--- config.mk ---
export PLATFORM = sky130hd
export DESIGN_NAME = weight_loader_flat
export DESIGN_NICKNAME = d
export VERILOG_FILES = /design/src/rtl/weight_loader_if.sv /design/src/rtl/weight_loader.sv /design/src/flat_wrapper.sv
export SDC_FILE = /design/constraint.sdc
export NUM_CORES = 1
export LEC_CHECK = 0
export ABC_AREA = 1
export CAP_MARGIN = 0
export CORE_MARGIN = 2
export CORE_UTILIZATION = 56
export CTS_CLUSTER_SIZE = 24
export DETAILED_ROUTE_END_ITERATION = 10
export GPL_TIMING_DRIVEN = 0
export PLACE_DENSITY = 0.86
export SYNTH_ARGS = -nofsm -noshare
export SYNTH_HDL_FRONTEND = slang
export SYNTH_SLANG_ARGS = --single-unit
--- constraint.sdc ---
create_clock -name clk -period 3.9 [get_ports clk]
set_input_delay 0.78 -clock clk [delete_from_list [all_inputs] [get_ports clk]]
set_output_delay 0.78 -clock clk [all_outputs]
set_load 0.05 [all_outputs]
--- src/rtl/weight_loader_if.sv ---
// ============================================================================
// Module   : weight_loader_if
// Purpose  : Upstream valid/ready weight stream feeding weight_loader.
// Revision : 1.0  initial release
// ============================================================================
`default_nettype none

interface weight_loader_if #(
  parameter int DATA_WIDTH = 16
) ();
  logic                  s_valid;
  logic [DATA_WIDTH-1:0] s_data;
  logic                  s_ready;

  modport master (output s_valid, output s_data, input s_ready);
  modport slave  (input s_valid, input s_data, output s_ready);
endinterface

`default_nettype wire

--- src/rtl/weight_loader.sv ---
// ============================================================================
// Module   : weight_loader
// Purpose  : Streams kernel weights into NUM_BUF buffers, kernel_size words each.
//            Optional macro WLOAD_CFG_CHK_EN rejects bad configs instead of clamping.
// Revision : 1.0  initial release
// ============================================================================
`default_nettype none

module weight_loader #(
  parameter int DATA_WIDTH   = 16,
  parameter int BUFFER_DEPTH = 16,
  parameter int NUM_BUF      = 4
) (
  input  wire logic                  clk,
  input  wire logic                  rstn,
  input  wire logic                  i_start,
  input  wire logic [7:0]            i_kernel_size,
  input  wire logic [7:0]            i_num_buf,
  weight_loader_if.slave             s_if,
  output      logic [NUM_BUF-1:0]    o_flush,
  output      logic [DATA_WIDTH-1:0] o_data_out,
  output      logic                  o_busy,
  output      logic                  o_done,
  output      logic                  o_err
);

  localparam logic [7:0]         c_depth = 8'(BUFFER_DEPTH);
  localparam logic [7:0]         c_nbuf  = 8'(NUM_BUF);
  localparam logic [NUM_BUF-1:0] c_one   = NUM_BUF'(1);

  typedef enum logic [1:0] {
    S_IDLE = 2'd0,
    S_LOAD = 2'd1,
    S_GAP  = 2'd2,
    S_DONE = 2'd3
  } state_t;

  state_t                r_state, w_state_nxt;
  logic [7:0]            r_ks, w_ks_nxt;
  logic [7:0]            r_nb, w_nb_nxt;
  logic [7:0]            r_buf_idx, w_buf_idx_nxt;
  logic [7:0]            r_word_cnt, w_word_cnt_nxt;
  logic [NUM_BUF-1:0]    r_flush, w_flush_nxt;
  logic [DATA_WIDTH-1:0] r_data, w_data_nxt;
  logic                  r_err, w_err_nxt;

  logic       w_accept;
  logic       w_cfg_bad;
  logic [7:0] w_ks_cfg;
  logic [7:0] w_nb_cfg;

  assign s_if.s_ready = (r_state == S_LOAD);
  assign w_accept     = s_if.s_valid && (r_state == S_LOAD);

  assign o_flush    = r_flush;
  assign o_data_out = r_data;
  assign o_busy     = (r_state != S_IDLE);
  assign o_done     = (r_state == S_DONE);
  assign o_err      = r_err;

  // Config sanitising: reject when checking is built in, otherwise clamp into range.
  always_comb begin
    w_ks_cfg  = i_kernel_size;
    w_nb_cfg  = i_num_buf;
    w_cfg_bad = 1'b0;
`ifdef WLOAD_CFG_CHK_EN
    w_cfg_bad = (i_kernel_size == 8'd0) || (i_kernel_size > c_depth) ||
                (i_num_buf == 8'd0)     || (i_num_buf > c_nbuf);
`else
    if (i_kernel_size == 8'd0)        w_ks_cfg = 8'd1;
    else if (i_kernel_size > c_depth) w_ks_cfg = c_depth;
    if (i_num_buf == 8'd0)            w_nb_cfg = 8'd1;
    else if (i_num_buf > c_nbuf)      w_nb_cfg = c_nbuf;
`endif
  end

  always_comb begin
    w_state_nxt    = r_state;
    w_ks_nxt       = r_ks;
    w_nb_nxt       = r_nb;
    w_buf_idx_nxt  = r_buf_idx;
    w_word_cnt_nxt = r_word_cnt;
    w_flush_nxt    = '0;
    w_data_nxt     = r_data;
    w_err_nxt      = 1'b0;
    case (r_state)
      S_IDLE: begin
        if (i_start) begin
          if (w_cfg_bad) begin
            w_err_nxt = 1'b1;
          end else begin
            w_state_nxt    = S_LOAD;
            w_ks_nxt       = w_ks_cfg;
            w_nb_nxt       = w_nb_cfg;
            w_buf_idx_nxt  = 8'd0;
            w_word_cnt_nxt = 8'd0;
          end
        end
      end
      S_LOAD: begin
        if (w_accept) begin
          w_flush_nxt = c_one << r_buf_idx;
          w_data_nxt  = s_if.s_data;
          if (r_word_cnt == r_ks - 8'd1) begin
            w_word_cnt_nxt = 8'd0;
            if (r_buf_idx == r_nb - 8'd1) begin
              w_state_nxt = S_DONE;
            end else begin
              w_buf_idx_nxt = r_buf_idx + 8'd1;
              w_state_nxt   = S_GAP;
            end
          end else begin
            w_word_cnt_nxt = r_word_cnt + 8'd1;
          end
        end
      end
      // The gap forces one flush-low cycle between consecutive buffers.
      S_GAP:   w_state_nxt = S_LOAD;
      S_DONE:  w_state_nxt = S_IDLE;
      default: w_state_nxt = S_IDLE;
    endcase
  end

  always_ff @(posedge clk or negedge rstn) begin
    if (!rstn) begin
      r_state    <= S_IDLE;
      r_ks       <= 8'd0;
      r_nb       <= 8'd0;
      r_buf_idx  <= 8'd0;
      r_word_cnt <= 8'd0;
      r_flush    <= '0;
      r_data     <= '0;
      r_err      <= 1'b0;
    end else begin
      r_state    <= w_state_nxt;
      r_ks       <= w_ks_nxt;
      r_nb       <= w_nb_nxt;
      r_buf_idx  <= w_buf_idx_nxt;
      r_word_cnt <= w_word_cnt_nxt;
      r_flush    <= w_flush_nxt;
      r_data     <= w_data_nxt;
      r_err      <= w_err_nxt;
    end
  end

endmodule

`default_nettype wire

--- src/flat_wrapper.sv ---
// flat-port wrapper written by rule: the top's interface ports become plain ports
module weight_loader_flat 
#(
  parameter int DATA_WIDTH   = 16,
  parameter int BUFFER_DEPTH = 16,
  parameter int NUM_BUF      = 4
)
  (clk, rstn, i_start, i_kernel_size, i_num_buf, o_flush, o_data_out, o_busy, o_done, o_err, s_if_s_valid, s_if_s_data, s_if_s_ready);
  weight_loader_if #(.DATA_WIDTH(DATA_WIDTH)) s_if_i ();
  input  wire logic clk;
  input  wire logic rstn;
  input  wire logic i_start;
  input  wire logic [7:0] i_kernel_size;
  input  wire logic [7:0] i_num_buf;
  output      logic [NUM_BUF-1:0] o_flush;
  output      logic [DATA_WIDTH-1:0] o_data_out;
  output      logic o_busy;
  output      logic o_done;
  output      logic o_err;
  input wire logic [$bits(s_if_i.s_valid)-1:0] s_if_s_valid;
  input wire logic [$bits(s_if_i.s_data)-1:0] s_if_s_data;
  output wire logic [$bits(s_if_i.s_ready)-1:0] s_if_s_ready;
  assign s_if_i.s_valid = s_if_s_valid;
  assign s_if_i.s_data = s_if_s_data;
  assign s_if_s_ready = s_if_i.s_ready;
  weight_loader #(.DATA_WIDTH(DATA_WIDTH), .BUFFER_DEPTH(BUFFER_DEPTH), .NUM_BUF(NUM_BUF)) u_core (.clk(clk), .rstn(rstn), .i_start(i_start), .i_kernel_size(i_kernel_size), .i_num_buf(i_num_buf), .s_if(s_if_i), .o_flush(o_flush), .o_data_out(o_data_out), .o_busy(o_busy), .o_done(o_done), .o_err(o_err));
endmodule
==> results.ini, run 1 <==
[run_status]
status=complete, no violations

[logic_synthesis]
synth.most_common_cell=nand2_1
synth_ff_type=dfrtp_1
yosysSeqAreaShare_pct=44.8
synth_top_cell_area_share_pct=44.8
synth.net_count=436
synth_edf_count=0
yosys_warnings=0
synthArstFlopShare_pct=100
synth-seq-cells=54
synth_cell_types=36
synth_area_per_cell_sq_um=7.61
synth_area_sq_mm=0.00302
synth_top_cell_by_area=dfrtp_1
synthesis.instances=396
synthTopCellsByCount=nand2_1 (135), dfrtp_1 (54), nor2_1 (44)
synth.area.top_cells=dfrtp_1 (45%), nand2_1 (17%), nor2_1 (5.5%)

[clock_tree]
cts_resized=0
cts-root-buf=clkbuf_8
cts-buffers-inserted=5
clock_sinks=54
cts_buffer_depth=2
cts_hold_buf=0
h-tree-depth=2
cts_setup_buffers=0
clkLatencyLatePin_ns=0.30
path_clk_slew_ns=0.09
tritoncts=built

[sta]
hold_viol_final=0
fin_hold_ws_ns=0.469
min_period_ns=2.63
tightest_slew_ns=0.606
fin_ws_ns=1.27
slew-limit-headroom_pct=59.6
setup_violations=0
tns_ns=0
finalCritPeriodShare_pct=67.5
rsz0062_at_grt=false
fmax_mhz=380
clock_skew_ns=0.00993
drv_slew=0

[critical_path]
crit_path_max_incr_delay_ns=0.84
timing.rr.start=u_core.r_nb[0]
regToRegSetupSlack_ns=1.89
cp_data_required_time_ns=3.12
critPathCaptureType=output port
r2r_end=u_core.r_buf_idx[6]
rr_worst_depth=14
start_kind=flop
cp_slowest_cell=clkdlybuf4s50_1
setup.worst_path.class=reg2out
crit_chain=inv_2 -> nor2_8 -> clkdlybuf4s50_1
cp_max_fo=7
endpoint=s_if_s_ready
arrival_ns=1.85
crit_start=u_core.r_state[0]

[floorplanning]
dieHeight_um=77.4
core_sq_mm=0.00514
die_area_sq_mm=0.00599
die_w_um=77.4
placement_rows=26
initial_core_util_pct=58.7
io_pins=60

[power_and_ir_drop]
power.switching_mw=1.12
vdd_drop_max_v=0.000458
p_leak_nw=1.91
power_frac_seq_pct=33.9
p_per_area_mw_per_mm2=615
power.total_mw=2.32
p_clk_share_pct=12.9
switching_share_pct=48.0
p_int_mw=1.21
power_frac_comb_pct=53.3

[route]
vias_per_cell=5.05
drc=0
first_pass_iters=4
wl_per_cell_um=12.8
wirelength_um=6800
num_vias=2688
final_antenna_net_count=0
initialDrtViolationCount=90

[final_layout]
num-nets-final=502
multiInputGateArea_sq_mm=0.00144
design_area_sq_mm=0.00378
drive_above_1_share_pct=7.36
fin_cells=532
seq_area_sq_mm=0.00135
finalCoreUtilization_pct=73.5
area_growth_pct=25.3
num_antenna_cells=0
fillCellCount=421

[grt]
grt_pass1_vias=2666
grt_pass1_wl_um=11600
antenna_found_initial=0
grt_overflow=0
grt_use_total_pct=23.9
grt_max_degree=31

[placement]
place_ws_ns=1.57
hpwl_um=5280
gp_congestion=0.815
io_buffers=58
dp_cells=525
post_dp_cell_area_sq_mm=0.00370

[hold_path]
hp-class=in2async

[job]
cap_violations=0

cell usage in the layout (no fill, tap or decap), types with 6 or more instances in the layout:
cell	Yosys	layout
o21ai_0	6	6
inv_1	39	39
xor2_1	14	14
nand3_1	32	32
inv_2	6	6
a21oi_1	8	8
nor2_1	44	44
nand2_1	135	135
dfrtp_1	54	54
clkdlybuf4s50_1	0	57
xnor2_1	8	8
worst min-delay path by stage:
stage	startpoint	to	slack, ns	depth (start not counted)
finish	rstn	u_core.r_ks[2]	0.47	1
global route	rstn	u_core.r_word_cnt[3]	0.50	1
CTS	rstn	u_core.r_word_cnt[3]	0.49	1
detailed placement	u_core.o_data_out[5]	u_core.o_data_out[5]	0.47	2
global placement	u_core.o_data_out[13]	u_core.o_data_out[13]	0.46	2
floorplan	rstn	u_core.o_data_out[0]	0.48	0
routing by layer:
metal	vias to the layer above	global-route usage [%]	routed length, um
met4	0	8.04	140
li1	1356	-	-
met3	14	4.07	207
met1	1281	28.2	2810
met5	-	0	0
met2	37	43.8	3640
area by class of cell:
cell class | count | area share (%)
clock inverters | 1 | 0.199
well taps | 70 | 2.32
inverters | 48 | 4.77
repair buffers | 59 | 15.8
clock buffers | 6 | 1.92
plain buffers | 8 | 1.19
multi-input cells | 286 | 38.1
flip-flops and latches | 54 | 35.8
kinds of logic (layout without fill, tap and decap cells):
kind of cell,after synthesis,count (layout),synth area share (%)
AOI/OAI and AO/OA,23,23,4.23
xor gates and xnor gates,22,22,6.39
adders and majority gates,4,4,1.66
buffers and inverters,56,122,7.47
DFF,54,54,44.8
other,1,1,0.124
and+or+nand+nor,236,236,35.3
critical path, delay by kind of cell (launching register included):
family,cells,cell delay (ns)
buf+inv,2,0.93
simple gates,1,0.17
flops,1,0.45
power groups by stage:
stage	registers [mW]	clock network (mW)	logic [mW]
after floorplan	1.07	0	0.567
after global placement	0.790	0	1.20
after detailed placement	0.797	0	1.24
after CTS	0.788	0.307	1.25
after global routing	0.806	0.328	1.34
final	0.787	0.299	1.24
state kept, by name (all words and copies together) (netlist names):
name / count
u_core.r_nb: 8
u_core.o_data_out: 16
u_core.r_state: 2
u_core.o_flush: 4
u_core.r_ks: 8
u_core.r_word_cnt: 8
u_core.r_buf_idx: 8
No activity file was read; power rests on OpenSTA's default activity.
==> inputs of run 2 (changes only) <==
CORE_UTILIZATION = 47   (was 56)
PLACE_DENSITY = 0.77   (was 0.86)
clock period = 2.2 ns   (was 3.9 ns; I/O delays follow)
==> run 2 against run 1 <==
Effect of this change: combinational power up 76%; via count is 0.22% higher; critical endpoint unchanged; critical path type unchanged; critical path depth unchanged; worst hold slack lost 0.41 ns.
==> results.ini, run 2 (synthesis gave the netlist of run 1 again) <==
[run_status]
status=complete, no violations

[critical_path]
cp_max_fo=7
critPathCaptureType=output port
cp_data_required_time_ns=1.76
setup.worst_path.class=reg2out
start_kind=flop
rr_worst_depth=12
arrival_ns=1.57

[final_layout]
num_antenna_cells=0
multiInputGateArea_sq_mm=0.00144
layout_common_cells=nand2_1 (135), clkdlybuf4s50_1 (54), dfrtp_1 (54)
fillCellCount=561
seq_area_sq_mm=0.00135
mostFrequentLayoutCell=nand2_1
design_area_sq_mm=0.00383
num-nets-final=505
fin_cells=543
drive_above_1_share_pct=8.58
area_growth_pct=27.1
largest_register_ffs=16

[clock_tree]
cts_buffer_depth=2
path_clk_slew_ns=0.10
cts-buffers-inserted=5
h-tree-depth=2
clkLatencyLatePin_ns=0.32
tritoncts=built
cts_hold_buf=0
cts-root-buf=clkbuf_8
clock_sinks=54

[grt]
grt_pass1_vias=2641
antenna_found_initial=0
grt_overflow=0
grt_max_degree=37
grt_pass1_wl_um=11600
grt_use_total_pct=19.8

[sta]
setup_violations=0
fmax_mhz=497
hold_viol_final=0
tightest_slew_ns=0.522
min_period_ns=2.01
drv_slew=0
clock_skew_ns=0.0122
finalCritPeriodShare_pct=91.4
slew-limit-headroom_pct=65.1
rsz0062_at_grt=false

[route]
dr_wl_met3_um=168
wl_per_cell_um=11.9
initialDrtViolationCount=137
wirelength_um=6480
num_vias=2694
route.layer.met1.wl_um=2790
wl_met2_um=3400
drc=0
vias_per_cell=4.96
routed.top_layer=met4
first_pass_iters=4
final_antenna_net_count=0

[floorplanning]
core_sq_mm=0.00628
io_pins=60
initial_core_util_pct=48.0
die_area_sq_mm=0.00707
die_w_um=84.1
dieHeight_um=84.1
placement_rows=29

[placement]
io_buffers=58
gp_congestion=0.889
dp_cells=532
post_dp_cell_area_sq_mm=0.00371
hpwl_um=4960

[power_and_ir_drop]
p_leak_nw=1.95
vdd_drop_max_v=0.000738
p_per_area_mw_per_mm2=1100

[job]
cap_violations=0

[hold_path]
hp-class=in2async

==> run 2: worst max-delay path: stages (launching register included) <==
cell and delay (ns):
dfrtp_1 0.45, inv_2 0.09, nor2_8 0.16, dlygate4sd2_1 0.56
==> run 2: report_power, final <==
| part | total, mW | switching (mW) | internal, mW |
|---|---|---|---|
| logic | 2.18 | 1.46 | 0.720 |
| clock network | 0.625 | 0.336 | 0.289 |
| registers | 1.40 | 0.184 | 1.21 |
| total | 4.20 | 1.98 | 2.22 |
==> run 2: layout make-up <==
cell class / count / area share (%)
buffer: 8 / 1.17
clock buffer: 7 / 2.51
clock inverter: 1 / 0.228
inverter: 48 / 4.70
multi-input combinational: 286 / 37.6
sequential: 54 / 35.2
tap: 77 / 2.51
timing repair buffer: 62 / 16.0
==> run 2: path summary, 6_finish.rpt <==
path	slack (ns)	startpoint	endpoint
setup / recovery	0.19	u_core.r_state[0]	s_if_s_ready
hold / removal	0.06	rstn	u_core.r_ks[2]
setup reg to reg	0.23	u_core.r_ks[0]	u_core.r_buf_idx[7]
hold reg to reg	0.49	u_core.o_data_out[5]	u_core.o_data_out[5]
max in group asynchronous	1.59	rstn	u_core.r_buf_idx[2]
min in group clk	0.49	u_core.o_data_out[5]	u_core.o_data_out[5]
==> run 2: through the flow <==
step	hold slack (ns)	power (mW)	TNS (ns)	util [%]	setup WS, ns
global placement	0.463	3.54	-53.57	58.8	-0.996
global route	0.0818	4.49	0	61.1	0.0465
finish	0.0593	4.20	0	61.1	0.188
detailed placement	0.413	3.59	0	59.1	0.221
CTS	0.0678	4.20	0	60.7	0.174
floorplan	0.144	2.91	0	-	0.521
==> run 2: per-layer routing <==
metal  vias to the layer above  global-route usage [%]
li1                       1366                       -
met1                      1283                    24.0
met2                        32                    35.4
met3                        13                    3.66
met4                         0                    6.30
met5                         -                       0
==> run 2: what timing repair did <==
item | in CTS | in global routing
buffers inserted | 0 | 3
endpoints found under the setup margin | 3 | 8
pin swaps | 0 | 1
gates resized for setup | 3 | 1
==> inputs of run 3 (changes only) <==
CORE_UTILIZATION = 48   (was 47)
CTS_BUF_LIST = sky130_fd_sc_hd__clkbuf_8   (was unset)
PLACE_DENSITY = 0.78   (was 0.77)
==> run 3 against run 2 <==
Effect of this change: count of clock-buffer cells in the layout decreased by 2; first-iteration DRC count down 16%; critical path depth shrank 1; total power down 2.0%.
==> results.ini, run 3 (synthesis gave the netlist of run 1 again) <==
[run_status]
status=complete, no violations

[route]
initialDrtViolationCount=115
vias_per_cell=4.93
first_pass_iters=4
final_antenna_net_count=0
num_vias=2659
drc=0
wl_per_cell_um=12.1
wirelength_um=6540

[clock_tree]
cts_buffer_depth=2
clkLatencyLatePin_ns=0.31
cts_hold_buf=0
clock_sinks=54
cts-root-buf=clkbuf_8
cts-buffers-inserted=5
tritoncts=built
h-tree-depth=2
path_clk_slew_ns=0.09

[hold_path]
hp-class=in2async

[power_and_ir_drop]
p_int_mw=2.15
power_frac_comb_pct=53.3
p_per_area_mw_per_mm2=1080
p_clk_share_pct=12.8
power.total_mw=4.12
power.switching_mw=1.97
vdd_drop_max_v=0.000741
power_frac_seq_pct=33.9
p_leak_nw=1.94
switching_share_pct=47.8

[critical_path]
path_delay_family=buffers and inverters
arrival_ns=1.54
cp_slowest_cell=dlygate4sd2_1
start_kind=flop
crit_chain=nor2_8 -> dlygate4sd2_1
rr_worst_depth=14
crit_path_max_incr_delay_ns=0.56
critPathCaptureType=output port
cp.depth=2
setup.worst_path.class=reg2out
path_buf_inv=1
timing.rr.start=u_core.r_nb[0]
crit_start=u_core.r_state[1]
cp_max_fo=7
cp_data_required_time_ns=1.76

[final_layout]
design_area_sq_mm=0.00380
layout_common_cells=nand2_1 (135), clkdlybuf4s50_1 (54), dfrtp_1 (54)
area_growth_pct=26.0
num_antenna_cells=0
drive_above_1_share_pct=7.97
fin_cells=539
mostFrequentLayoutCell=nand2_1
num-nets-final=504
largest_register_ffs=16

[floorplanning]
placement_rows=28
die_area_sq_mm=0.00693
die_w_um=83.3
initial_core_util_pct=50.3
io_pins=60
core_sq_mm=0.00599
dieHeight_um=83.3

[sta]
tns_ns=0
finalCritPeriodShare_pct=90.2
hold_viol_final=0
tightest_slew_ns=0.576
fin_ws_ns=0.215
slew-limit-headroom_pct=61.6
clock_skew_ns=0.00583
drv_slew=0
rsz0062_at_grt=false
fmax_mhz=504
min_period_ns=1.98
setup_violations=0

[grt]
grt_use_total_pct=20.2
grt_max_degree=31
antenna_found_initial=0
grt_pass1_wl_um=11700
grt_pass1_vias=2597
grt_overflow=0

[placement]
hpwl_um=4960
gp_congestion=0.863
io_buffers=58
place_ws_ns=0.203
post_dp_cell_area_sq_mm=0.00370
dp_cells=530

[job]
cap_violations=0

run 3: metrics by stage:
step	hold slack (ns)	util [%]
6_report	0.119	63.4
2_1_floorplan	0.144	-
3_5_place_dp	0.464	61.8
5_1_grt	0.163	63.4
3_3_place_gp	0.462	61.6
4_1_cts	0.140	63.1
run 3: final cells by class:
class                      instances  area [sq um]
timing repair buffer              61           611
clock inverter                     2          10.0
buffer                             8          45.0
sequential                        54          1350
multi-input combinational        286          1440
fill                             524          2190
clock buffer                       5          68.8
inverter                          48           180
tap                               75          93.8
run 3: power groups by stage:
stage                     clock (mW)  combinational [mW]  sequential, mW
after floorplan                    0                1.01            1.90
after global placement             0                2.14            1.40
after detailed placement           0                2.19            1.41
after CTS                      0.542                2.19            1.39
after global routing           0.588                2.40            1.42
final                          0.528                2.19            1.39
run 3: what timing repair did:
item                       CTS  global route
setup endpoints to repair    2             3
pin swaps                    0             1
buffers inserted             0             2
resized for setup            2             1
run 3: final timing paths:
check,slack [ns],endpoint
min,0.12,u_core.r_ks[1]
min reg2reg,0.49,u_core.o_data_out[2]
max reg2reg,0.22,u_core.r_buf_idx[6]
min in group clk,0.49,u_core.o_data_out[2]
max in group asynchronous,1.52,u_core.o_flush[0]
max,0.22,s_if_s_ready
run 3: per-layer routing:
layer	track usage (%)	routed length [um]	up-vias
met3	3.28	226	17
met2	34.8	3320	39
met1	25.4	2850	1239
li1	-	-	1364
met5	0	0	-
met4	7.90	137	0
==> RTL edit 1: new RTL, flow settings as in run 3 <==
`BUFFER_DEPTH` is set to 16 in 2 places; all go to 8.
--- a/src/rtl/weight_loader.sv
+++ b/src/rtl/weight_loader.sv
@@ -8,7 +8,7 @@
 
 module weight_loader #(
   parameter int DATA_WIDTH   = 16,
-  parameter int BUFFER_DEPTH = 16,
+  parameter int BUFFER_DEPTH = 8,
   parameter int NUM_BUF      = 4
 ) (
   input  wire logic                  clk,
--- a/src/flat_wrapper.sv
+++ b/src/flat_wrapper.sv
@@ -2,7 +2,7 @@
 module weight_loader_flat 
 #(
   parameter int DATA_WIDTH   = 16,
-  parameter int BUFFER_DEPTH = 16,
+  parameter int BUFFER_DEPTH = 8,
   parameter int NUM_BUF      = 4
 )
   (clk, rstn, i_start, i_kernel_size, i_num_buf, o_flush, o_data_out, o_busy, o_done, o_err, s_if_s_valid, s_if_s_data, s_if_s_ready);
Function: changed (Yosys sat finds a counterexample within 10 cycles, from zero or initial values and one cycle with rstn low).
==> RTL edit 1 against run 3 <==
Synthesized area up 0.33%; power up 6.8%; largest power group unchanged; first-iteration DRC count down 16%; wire length down 2.6%; worst setup slack worse by 93 ps; core utilization up 1.3 points; clock power up 30%; via count down 3.5%; largest cell class unchanged; sequential cell count unchanged; design area up 2.0%.
==> RTL edit 1: results (changes against run 3) <==
The routed length on met1 is 2720 µm (was 2850 µm). The complex-gate fraction of the synthesized area came out at 0.0409 (was 0.0423). The multiplexer share of the synthesized area came to 0.0596 (was 0).

The met1 usage came to 0.219 (was 0.254). The post-synthesis sequential area ratio came to 0.447 (was 0.448). The final-layout worst hold slack was 110 ps (was 119 ps). The area share of fa/ha/maj cells after synthesis is 0.0165 (was 0.0166). Leading cell types by total area after synthesis: sky130_fd_sc_hd__dfrtp_1 45%, sky130_fd_sc_hd__nand2_1 12%, sky130_fd_sc_hd__mux2_2 6.0% (was sky130_fd_sc_hd__dfrtp_1 45%, sky130_fd_sc_hd__nand2_1 17%, sky130_fd_sc_hd__nor2_1 5.5%). The weighted congestion reported at the end of routability-driven placement came to 0.840 (was 0.863).

The highest ir drop seen on vdd came to 1.06 mV (was 0.741 mV). The timing startpoint of the critical path was u_core.r_nb[0]$_DFFE_PN0P_ (was u_core.r_state[1]$_DFFE_PN0P_). The largest fanout of any net on the critical path is 8 (was 7). The wire length of the first global-routing pass is 10900 µm (was 11700 µm). The cell family contributing the most delay on the critical path is simple AND/OR/NAND/NOR gates (was buffers and inverters). The leakage power of the design is 1.91 nW (was 1.94 nW). The mean instance size in the synthesized netlist came to 8.22 µm² (was 7.61 µm²). The endpoint kind of the worst setup timing path is a register (was output pin). The total number of nets in the final design came out at 479 (was 504).

The met3 track demand over resource was 0.0427 (was 0.0328). Most used standard cells in the synthesized netlist: 97 x sky130_fd_sc_hd__nand2_1, 54 x sky130_fd_sc_hd__dfrtp_1, 46 x sky130_fd_sc_hd__inv_1 (was 135 x sky130_fd_sc_hd__nand2_1, 54 x sky130_fd_sc_hd__dfrtp_1, 44 x sky130_fd_sc_hd__nor2_1). The xor and xnor area share after synthesis came out at 0.0492 (was 0.0639).

Outcome: finished clean (unchanged). The length of routed met2 wiring is 3350 µm (was 3320 µm). The slew at the pin closest to its max-slew limit is 570 ps (was 576 ps). The count of cell types in the netlist is 37 (was 36). The overall track demand over capacity in global routing is 0.189 (was 0.202). The depth of the most critical reg-to-reg path came out at 13 (was 14). The pre-CTS setup slack is 61.5 ps (was 203 ps). The data arrival at the endpoint of the critical path came to 2330 ps (was 1540 ps). The number of global-route vias before repair is 2534 (was 2597). The power drawn by the clock network is 0.684 mW (was 0.528 mW).

The relative contribution of combinational cells to total power is 0.531 (was 0.533). The worst setup margin is 123 ps (was 215 ps). The worst clock skew on the final layout came out at 7.19 ps (was 5.83 ps). The number of vias in the routed layout is 2565 (was 2659). The overall routed net length is 6370 µm (was 6540 µm).

The routed length on met3 was 218 µm (was 226 µm).
==> RTL edit 1: final cells by class <==
type | count | area [µm²]
buffer | 6 | 46.3
inverter | 53 | 199
sequential | 54 | 1350
clock buffer | 6 | 82.6
fill | 506 | 2120
timing repair buffer | 64 | 629
clock inverter | 1 | 30.0
multi-input combinational | 255 | 1440
tap | 75 | 93.8
==> RTL edit 1: repair_timing <==
action	in CTS	in global routing
resized for setup	3	1
endpoints found under the setup margin	3	8
setup buffers	0	5
cloned	0	0
pin swaps	0	2
==> RTL edit 1: logic make-up (layout without fill, tap and decap cells) <==
group / after synthesis / in the layout
AND/OR/NAND/NOR: 195 / 195
XOR/XNOR: 17 / 17
other: 1 / 1
flip-flops: 54 / 54
multiplexers: 16 / 16
buffers and inverters: 59 / 130
adder cells (fa/ha/maj): 4 / 4
AO/OA/AOI/OAI: 22 / 22
==> RTL edit 2: new RTL, flow settings as in run 3 <==
Without the edit above. `r_ks`, `r_nb` and `r_data` no longer have a reset.
--- a/src/rtl/weight_loader.sv
+++ b/src/rtl/weight_loader.sv
@@ -124,23 +124,23 @@
   always_ff @(posedge clk or negedge rstn) begin
     if (!rstn) begin
       r_state    <= S_IDLE;
-      r_ks       <= 8'd0;
-      r_nb       <= 8'd0;
       r_buf_idx  <= 8'd0;
       r_word_cnt <= 8'd0;
       r_flush    <= '0;
-      r_data     <= '0;
       r_err      <= 1'b0;
     end else begin
       r_state    <= w_state_nxt;
-      r_ks       <= w_ks_nxt;
-      r_nb       <= w_nb_nxt;
       r_buf_idx  <= w_buf_idx_nxt;
       r_word_cnt <= w_word_cnt_nxt;
       r_flush    <= w_flush_nxt;
-      r_data     <= w_data_nxt;
       r_err      <= w_err_nxt;
     end
+  end
+
+  always_ff @(posedge clk) begin
+    r_ks   <= w_ks_nxt;
+    r_nb   <= w_nb_nxt;
+    r_data <= w_data_nxt;
   end
 
 endmodule
Check against the original RTL: differs if rstn is asserted again (counterexample within 4 cycles, from zero or initial values and one cycle with rstn low); with rstn held inactive, the same outputs for 10 cycles.
==> RTL edit 2 against run 3 <==
Wire length down 16%; power down 20%; design area down 3.0%; sequential cell count unchanged; critical path depth up 2; global-route usage down 1.7 points; critical endpoint unchanged; cell count down 11%; highest routed layer unchanged; synthesized area down 4.3%; non-clock buffer count down 10; worst setup slack worse by 81 ps; sequential power up 3%.
==> RTL edit 2: results (changes against run 3) <==
Outcome: finished clean (unchanged). The worst hold path class is register to register (was input pin to async pin). The largest fanout of any net on the critical path came out at 10 (was 7). The xor and xnor area share after synthesis is 0.0607 (was 0.0639).

The worst relative slew slack is 0.341 (was 0.616). The depth of the most critical reg-to-reg path is 14 (unchanged). The total iterations of the first detailed-routing run is 4 (unchanged). The area share of fa/ha/maj cells after synthesis is 0.0173 (was 0.0166). The data arrival at the endpoint of the critical path came out at 1630 ps (was 1540 ps).

The CTS buffer count came to 5 (unchanged). The half-perimeter wire length after placement came out at 4330 µm (was 4960 µm). The wire length of the first global-routing pass came out at 9490 µm (was 11700 µm). The number of global-route vias before repair was 2087 (was 2597). The detailed-route wire length per cell came out at 11.5 µm (was 12.1 µm). The flip-flop count of the largest register after layout came to 16 (unchanged). The highest ir drop seen on vdd came out at 0.470 mV (was 0.741 mV). The pin count of the biggest net entering global routing is 23 (was 31). The overall track demand over capacity in global routing came to 0.185 (was 0.202).

The worst clock skew on the final layout is 10.6 ps (was 5.83 ps). After clock tree synthesis, the clock-pin slew on the worst setup and hold paths is about 100 ps. The number of vias in the routed layout is 2252 (was 2659). The Yosys warning count came out at 0 (unchanged). The number of synthesized flops with an enable pin came out at 32 (was 0). The weighted congestion reported at the end of routability-driven placement came out at 0.867 (was 0.863).

The leakage power of the design came out at 1.67 nW (was 1.94 nW). The multiplexer share of the synthesized area is 0 (unchanged). The post-placement cell area was 3590 µm² (was 3700 µm²). The post-synthesis sequential area ratio is 0.524 (was 0.448). The number of levels in the clock H-tree is 2 (unchanged). The share of cells above drive strength 1 is 0.0911 (was 0.0797). The complex-gate fraction of the synthesized area came out at 0.0195 (was 0.0423). The final antenna diode count came out at 0 (unchanged). The cell at the root of the clock tree is sky130_fd_sc_hd__clkbuf_8 (unchanged). The clock insertion delay at the later pin of the skew report came out at 320 ps.

The violation count after the first detailed-route iteration is 99 (was 115). The worst hold path was traced through 2 stages. The fraction of registers with async set/reset is 0.407 (was 1.00). The leading area contributor after synthesis is sky130_fd_sc_hd__edfxtp_1 (was sky130_fd_sc_hd__dfrtp_1). Most used standard cells in the synthesized netlist: 83 x sky130_fd_sc_hd__nand2_1, 55 x sky130_fd_sc_hd__nor2_1, 41 x sky130_fd_sc_hd__inv_1 (was 135 x sky130_fd_sc_hd__nand2_1, 54 x sky130_fd_sc_hd__dfrtp_1, 44 x sky130_fd_sc_hd__nor2_1). The total number of nets in the final design is 445 (was 504). The count of cell types in the netlist came to 30 (was 36). The initial antenna violation count came to 0 (unchanged). The count of filler cells inserted in the layout is 484 (was 524). The number of input and output port buffers inserted came out at 58 (unchanged). The delay contributed by the slowest stage of the critical path came to 540 ps (was 560 ps).

The highest-delay cell along the critical path is sky130_fd_sc_hd__dlygate4sd2_1 (unchanged). Leading cell types by total area after synthesis: sky130_fd_sc_hd__edfxtp_1 33%, sky130_fd_sc_hd__dfrtp_1 19%, sky130_fd_sc_hd__nand2_1 11% (was sky130_fd_sc_hd__dfrtp_1 45%, sky130_fd_sc_hd__nand2_1 17%, sky130_fd_sc_hd__nor2_1 5.5%). The maximum clock path buffer count came out at 2 (unchanged).
[RTL edit 2: changes by cell type after synthesis, moves of 5 or more]
cell | run 3 | this run
sky130_fd_sc_hd__o21ai_0 | 6 | 1
sky130_fd_sc_hd__nor2_2 | 1 | 6
sky130_fd_sc_hd__xnor2_1 | 8 | 3
sky130_fd_sc_hd__edfxtp_1 | 0 | 32
sky130_fd_sc_hd__dfrtp_1 | 54 | 22
sky130_fd_sc_hd__a21oi_1 | 8 | 2
sky130_fd_sc_hd__nand2_1 | 135 | 83
sky130_fd_sc_hd__nor2_1 | 44 | 55
[RTL edit 2: layer usage]
metal / part of all wire / track usage
met5: 0 / 0
met3: 0.069 / 0.0418
met1: 0.48 / 0.239
met4: 0.014 / 0.0508
met2: 0.44 / 0.314
[RTL edit 2: worst paths after layout]
check | to | slack, ps | start
min in group asynchronous | u_core.r_buf_idx[3]$_DFFE_PN0P_ | 660 | rstn
max in group asynchronous | u_core.o_flush[0]$_DFF_PN0_ | 940 | rstn
hold reg to reg | u_core.r_buf_idx[3]$_DFFE_PN0P_ | 550 | u_core.r_buf_idx[3]$_DFFE_PN0P_
hold / removal | u_core.r_buf_idx[3]$_DFFE_PN0P_ | 550 | u_core.r_buf_idx[3]$_DFFE_PN0P_
setup / recovery | s_if_s_ready | 130 | u_core.r_state[1]$_DFFE_PN0P_
setup reg to reg | u_core.r_buf_idx[0]$_DFFE_PN0P_ | 190 | u_core.r_ks[0]$_SDFFCE_PP1P_
[RTL edit 2: through the flow]
step	TNS, ps	setup WS, ps	util	cells	hold slack, ps
CTS	0	52.6	0.629	481	547
global route	0	24.1	0.630	481	576
floorplan	0	391	-	340	144
detailed placement	-97.2	-75.5	0.614	473	523
finish	0	135	0.630	481	546
global placement	-34.2	-34.2	0.614	473	527
[RTL edit 2: timing repair]
item / CTS / global route
setup buffers: 0 / 0
gates cloned: 0 / 0
pin swaps: 0 / 0
hold endpoints to repair: 0 / 0
gates resized for setup: 2 / 1
endpoints found under the setup margin: 2 / 1
[RTL edit 2: layout make-up]
type | instances | area (µm²) | share of cell area
Sequential cell | 54 | 1510 | 0.410
Multi-Input combinational cell | 236 | 1200 | 0.327
Timing Repair Buffer | 58 | 581 | 0.158
Inverter | 49 | 191 | 0.0520
Tap cell | 75 | 93.8 | 0.0255
Clock buffer | 5 | 68.8 | 0.0187
Clock inverter | 3 | 25.0 | 0.00679
Buffer | 1 | 7.51 | 0.00204
[RTL edit 2: power by group]
part	total [mW]	switching [mW]	leakage [nW]	internal, mW
registers	1.43	0.152	0.595	1.28
clock network	0.569	0.339	0.0447	0.230
logic	1.31	0.877	1.03	0.434
[RTL edit 2: critical path: cells and delay by family (launching register included)]
family | cells | cell delay [ps]
AND/OR/NAND/NOR | 1 | 120
flip-flops | 1 | 430
buffers and inverters | 3 | 770
